**src/rtl/register_pipe_elastic.sv**
```systemverilog
// rtl/register_pipe_elastic.sv - elastic valid/ready register pipeline; optional occupancy counter via REGISTER_PIPE_ELASTIC_OCCUPANCY_EN
module register_pipe_elastic #(
    parameter int                    WORD_WIDTH  = 8,
    parameter int                    PIPE_DEPTH  = 4,
    parameter logic [WORD_WIDTH-1:0] RESET_VALUE = '0,
    parameter int                    COUNT_WIDTH = 4
) (
    input  logic                   clock,
    input  logic                   clear_n,
    input  logic                   flush,
    input  logic [WORD_WIDTH-1:0]  in_data,
    input  logic                   in_valid,
    output logic                   in_ready,
    output logic [WORD_WIDTH-1:0]  out_data,
    output logic                   out_valid,
    input  logic                   out_ready,
    output logic [COUNT_WIDTH-1:0] occupancy
);

    // Refuse to build a pipeline with no stages or a counter too narrow for a full pipe.
    generate
        if (PIPE_DEPTH < 1) begin : g_bad_depth
            $error("register_pipe_elastic: PIPE_DEPTH must be at least 1");
        end
        if ((64'd1 << COUNT_WIDTH) <= 64'(PIPE_DEPTH)) begin : g_bad_count
            $error("register_pipe_elastic: COUNT_WIDTH too narrow for PIPE_DEPTH");
        end
    endgenerate

    logic [PIPE_DEPTH-1:0][WORD_WIDTH-1:0] data_q;
    logic [PIPE_DEPTH-1:0][WORD_WIDTH-1:0] data_d;
    logic [PIPE_DEPTH-1:0]                 valid_q;
    logic [PIPE_DEPTH-1:0]                 valid_d;
    logic [PIPE_DEPTH-1:0]                 ready;
    logic                                  ready_acc;
    logic                                  up_valid;
    logic [WORD_WIDTH-1:0]                 up_data;

    // Ready chain: a stage can load if it, or any stage after it, is empty, or the sink takes a word.
    // This is a deliberate combinational path from out_ready through every stage to in_ready.
    always_comb begin
        ready_acc = out_ready;
        ready     = '0;
        for (int k = PIPE_DEPTH - 1; k >= 0; k--) begin
            ready_acc = ~valid_q[k] | ready_acc;
            ready[k]  = ready_acc;
        end
    end

    // Next state: each ready stage takes its upstream neighbour; flush empties everything and wins.
    always_comb begin
        valid_d  = valid_q;
        data_d   = data_q;
        up_valid = in_valid;
        up_data  = in_data;
        for (int k = 0; k < PIPE_DEPTH; k++) begin
            if (ready[k]) begin
                valid_d[k] = up_valid;
                data_d[k]  = up_data;
            end
            up_valid = valid_q[k];
            up_data  = data_q[k];
        end
        if (flush) begin
            valid_d = '0;
            data_d  = {PIPE_DEPTH{RESET_VALUE}};
        end
    end

    // Stage registers, cleared asynchronously so the output drops without waiting for a clock.
    always_ff @(posedge clock or negedge clear_n) begin
        if (!clear_n) begin
            valid_q <= '0;
            data_q  <= {PIPE_DEPTH{RESET_VALUE}};
        end else begin
            valid_q <= valid_d;
            data_q  <= data_d;
        end
    end

    assign in_ready  = ready[0];
    assign out_valid = valid_q[PIPE_DEPTH-1];
    assign out_data  = data_q[PIPE_DEPTH-1];

`ifdef REGISTER_PIPE_ELASTIC_OCCUPANCY_EN
    logic [COUNT_WIDTH-1:0] count_q;
    logic [COUNT_WIDTH-1:0] count_d;
    logic                   in_fire;
    logic                   out_fire;

    // Occupancy moves only when exactly one side of the pipe completes a handshake.
    always_comb begin
        in_fire  = in_valid & in_ready;
        out_fire = out_valid & out_ready;
        count_d  = count_q;
        if (flush) begin
            count_d = '0;
        end else if (in_fire && !out_fire) begin
            count_d = count_q + COUNT_WIDTH'(1);
        end else if (out_fire && !in_fire) begin
            count_d = count_q - COUNT_WIDTH'(1);
        end
    end

    // Occupancy register.
    always_ff @(posedge clock or negedge clear_n) begin
        if (!clear_n) begin
            count_q <= '0;
        end else begin
            count_q <= count_d;
        end
    end

    assign occupancy = count_q;
`else
    assign occupancy = '0;
`endif

endmodule

```
**config.mk**
```make
export PLATFORM = sky130hd
export DESIGN_NAME = register_pipe_elastic
export DESIGN_NICKNAME = d
export VERILOG_FILES = /design/src/rtl/register_pipe_elastic.sv
export SDC_FILE = /design/constraint.sdc
export NUM_CORES = 1
export LEC_CHECK = 0
export BUFFER_PORTS_ARGS = -buffer_cell sky130_fd_sc_hd__buf_2
export CAP_MARGIN = 40
export CORE_MARGIN = 4
export CORE_UTILIZATION = 41
export DETAILED_ROUTE_END_ITERATION = 8
export PLACE_DENSITY_LB_ADDON = 0.2
export RECOVER_POWER = 50
export SLEW_MARGIN = 20
export SYNTH_ARGS = -nofsm -noshare
export SYNTH_HDL_FRONTEND = slang
export SYNTH_SLANG_ARGS = --single-unit
```
**constraint.sdc**
```tcl
create_clock -name clock -period 1.4 [get_ports clock]
set_input_delay 0.28 -clock clock [delete_from_list [all_inputs] [get_ports clock]]
set_output_delay 0.28 -clock clock [all_outputs]
set_load 0.01 [all_outputs]
```
Word-level counts from Yosys, hierarchy flattened
Cells that the tools add are included.
- register bits: 36
- logic and storage cells: 30
- mux-type cells: 10
- bitwise gates (word level): 8
- reduce and logical (&&, ||, !) cells: 4
- operators by type and width (operator ; count):
    $mux W32 ; 1
    $mux W8 ; 4
    $reduce_bool A2 Y1 ; 4
    $mux W1 ; 4
    $mux W4 ; 1
    $not A1 Y1 ; 4
    $or A1 B1 Y1 ; 4

Depth between registers and ports, before layout
- depth after elaboration: 7
- gate-level depth with buffers: 5
- mapped depth without buffers: 4

Worst setup path before layout
Ideal clock, no wire load.
- kind: register -> output
- from: register valid_q[3]
- to: output in_ready
- arrival time: 0.940 ns
- data required time: 1.120 ns
- setup slack: 0.180 ns
- stages on the path, launching flop included: 5
- cells stage by stage: dfrtp_1 nand3b_1 buf_6 nor2_8 inv_4
- longest elaborated chain between the ends: 5
- ends and longest elaborated chain (what ; RTL line ; RTL):
    from (decl) ; 32 ; logic [PIPE_DEPTH-1:0] valid_q;
    from (signal assigned) ; 76 ; valid_q <= valid_d;
    $not A1 Y1 ; 45 ; ready_acc = ~valid_q[k] | ready_acc;
    $or A1 B1 Y1 (4 in a row) ; 45 ;
    to (decl) ; 13 ; output logic in_ready,
Every way passes these cells.

Worst setup path in the final report
Same ends and word-level chain as after synthesis.

==> flow_metrics.py <==
metrics = {
    "run_status": {
        "status": "finished with violations",
        "violations": "negative setup slack",
    },
    "clock_tree": {
        "cts_root_buf": "clkbuf_8",
        "worstSkewPairLatency_ns": 0.28,
        "cts_sinks": 36,
        "cts_hold_buf": 0,
        "clock_path_buffers": 2,
        "htreeDepth": 2,
        "cts_tree": "yes",
        "cts.clk_slew.worst_paths_ns": 0.06,
        "cts_buffers": 5,
    },
    "yosys": {
        "ys_warn_count": 0,
        "synth.distinct_cells": 21,
        "ys_ff_latch": 36,
        "synth_area_um2": 1650,
        "synth_compound_area_share_pct": 8.10,
        "ys_seq_area_share_pct": 54.5,
        "synthAdderAreaFrac_pct": 0,
        "syn_avg_cell_area_um2": 9.67,
        "synthCells": 171,
        "synth_top_family_by_area": "simple AND/OR/NAND/NOR gates",
        "yosys-mux-area-fraction_pct": 4.84,
        "synth-xor-area-share_pct": 0,
        "synthSimpleGateAreaFrac_pct": 22.3,
    },
    "timing": {
        "skew_ns": 0.00499,
        "rsz0062_at_grt": "true",
        "fin_crit_ns": 1.41,
        "slew_viol_final": 0,
        "max_freq_mhz": 707,
        "fin_crit_sh_pct": 101,
        "setup_viol": 1,
        "worst_slew_pin_slew_ns": 0.869,
        "hold_violations": 0,
        "relSlewSlack_pct": 42.0,
        "setup_slack_ns": -0.0137,
        "fin_tns_setup_ns": -0.0137,
    },
    "layout": {
        "antenna_cells": 0,
        "nNetsFinal": 204,
        "synthToLayoutAreaGrowth_pct": 11.9,
        "instances_no_fill": 240,
        "fill_cells": 382,
        "drive_above_1_share_pct": 20.8,
    },
    "power_and_ir_drop": {
        "leakagePower_nw": 0.864,
        "pwr-share-clk_pct": 37.8,
        "irDropWorstVdd_v": 0.000496,
        "power.total_w": 0.00196,
        "p_per_area_nw_per_um2": 1060,
        "power_switching_w": 0.000446,
        "seq_power_share_pct": 55.7,
        "p_int_w": 0.00152,
        "p_sw_share_pct": 22.7,
        "p_comb_share_pct": 6.5,
    },
    "routing": {
        "antenna_left": 0,
        "vias": 1119,
        "drcViolationCount": 0,
        "vias_per_cell": 4.66,
        "drt_first_pass_iters": 4,
        "wl_mm": 2.77,
        "wire_per_inst_um": 11.5,
        "drt_iter0_drc": 54,
    },
    "global_routing": {
        "grt_start_max_net_pins": 37,
        "grt-ovfl-total": 0,
        "grt_pass1_vias": 1110,
        "antenna_found_initial": 0,
        "grt_pass1_wl_mm": 4.86,
        "grt.total_usage_pct": 12.1,
    },
    "floorplanning": {
        "fp.dieH_um": 71.5,
        "ios": 27,
        "die_area_um2": 5110,
        "die_width_um": 71.5,
        "initial_core_util_pct": 43.8,
        "core_area_um2": 3770,
        "num_rows": 22,
    },
    "place": {
        "place_congestion": 0.684,
        "hpwl_mm": 1.95,
        "portBuffers": 22,
        "dp_cells": 230,
    },
    "setup_path": {
        "critPathCaptureType": "primary output",
        "r2r_start": "valid_q[3]$_DFFE_PN0P_",
        "crit_required_ns": 1.12,
        "r2r-end": "data_q[7]$_DFFE_PN0P_",
        "r2r.worst_path.cells": 5,
        "critPathKind": "reg -> out",
        "critPathMaxFanout": 2,
        "crit_start": "valid_q[3]$_DFFE_PN0P_",
        "r2r_slack_ns": 0.14,
        "cp-start-kind": "register",
        "worstPathArrival_ns": 1.13,
        "crit_end": "in_ready",
    },
    "run": {
        "maxCapViolCount": 0,
    },
    "hold_path": {
        "hold_class": "in -> async",
    },
}
## layer usage
layer | GRT usage (%) | up-vias | wire length [um]
met5 | 0 | - | 0
met4 | 5.64 | 0 | 53
met3 | 3.79 | 6 | 164
met2 | 19.5 | 27 | 1290
met1 | 14.6 | 510 | 1260
li1 | - | 576 | -
## cells in the mapped netlist, drive strengths merged
master / count / share of area (%)
buf: 21 / 9.0
nand3b: 1 / 0.45
nand4b: 1 / 0.53
nor2b: 1 / 0.38
nor2: 5 / 2.1
inv: 3 / 0.83
and4b: 1 / 0.61
mux2i: 8 / 4.8
nand3: 8 / 2.4
a21oi: 26 / 8.1
conb: 1 / 0.23
nand2b: 17 / 6.4
dfrtp: 36 / 55
nand2: 41 / 9.3
clkbuf: 1 / 0.23
## power by group through the flow
stage	Clock (W)	Combinational, W	Sequential (W)
after floorplan	0	0.0000868	0.00111
after global placement	0	0.000127	0.00111
after detailed placement	0	0.000133	0.00111
after CTS	0.000771	0.000133	0.00109
after global routing	0.000808	0.000150	0.00110
final	0.000742	0.000129	0.00109
## final cells by class
cell class	instances	area, um2	share of cell area [%]
sequential	36	901	48.7
multi-input combinational	113	597	32.3
timing repair buffer	32	185	10.0
clock buffer	6	82.6	4.47
tap	48	60.1	3.25
inverter	3	13.8	0.744
clock inverter	2	10.0	0.541
## cells by family after synthesis
kind of cell	Yosys count
AND/OR/NAND/NOR	75
other	1
buffers and inverters	25
AO/OA/AOI/OAI	26
flip-flops	36
multiplexers	8
## registers in the layout (all words and copies together) (netlist names)
name and flops:
valid_q 4, data_q 24, out_data 8
## worst min-delay path by stage
stage	from	slack (ns)	endpoint
2_1_floorplan	clear_n	-0.02	data_q[0]$_DFFE_PN0P_
3_3_place_gp	clear_n	0.33	out_data[6]$_DFFE_PN0P_
3_5_place_dp	clear_n	0.35	data_q[22]$_DFFE_PN0P_
4_1_cts	clear_n	0.04	data_q[14]$_DFFE_PN0P_
5_1_grt	in_valid	0.23	valid_q[0]$_DFFE_PN0P_
6_report	clear_n	0.19	data_q[22]$_DFFE_PN0P_
## layout by cell type (no fill, tap or decap)
master     n
and4b_1    1
a21oi_1   25
clkbuf_8   6
buf_6      1
nor2_1     4
dfrtp_1   36
buf_4      9
nand2b_1  17
conb_1     4
nand2_1   41
nand4b_1   1
mux2i_1    8
nand3_1    8
buf_2     18
nor2_8     1
nor2b_1    1
clkbuf_2   1
clkbuf_1   3
inv_4      1
clkinv_2   2
inv_1      2
a21oi_2    1
nand3b_1   1
## metrics by stage
step / utilization, % / setup WS, ns / hold WS, ns / instance area, um2
after CTS: 49.2 / -0.0389 / 0.0359 / 1860
after floorplan: - / 0.180 / -0.0156 / 1660
final: 49.0 / -0.0137 / 0.188 / 1850
after global placement: 46.2 / 0.0991 / 0.331 / 1740
after detailed placement: 46.2 / 0.0732 / 0.349 / 1740
after global routing: 49.0 / -0.109 / 0.227 / 1850
## worst max-delay path, cell delays in order (launching register included)
cell and delay (ns):
dfrtp_1 0.36, nand3b_1 0.19, nor2_8 0.15, inv_4 0.04
buf_6 0.11
## repair_timing
action                                  CTS  global route
endpoints found under the setup margin    1             1
buffers inserted                          2             0
pin swaps                                 2             1
resized for setup                         1             0
(Power assumes the default switching activity.)
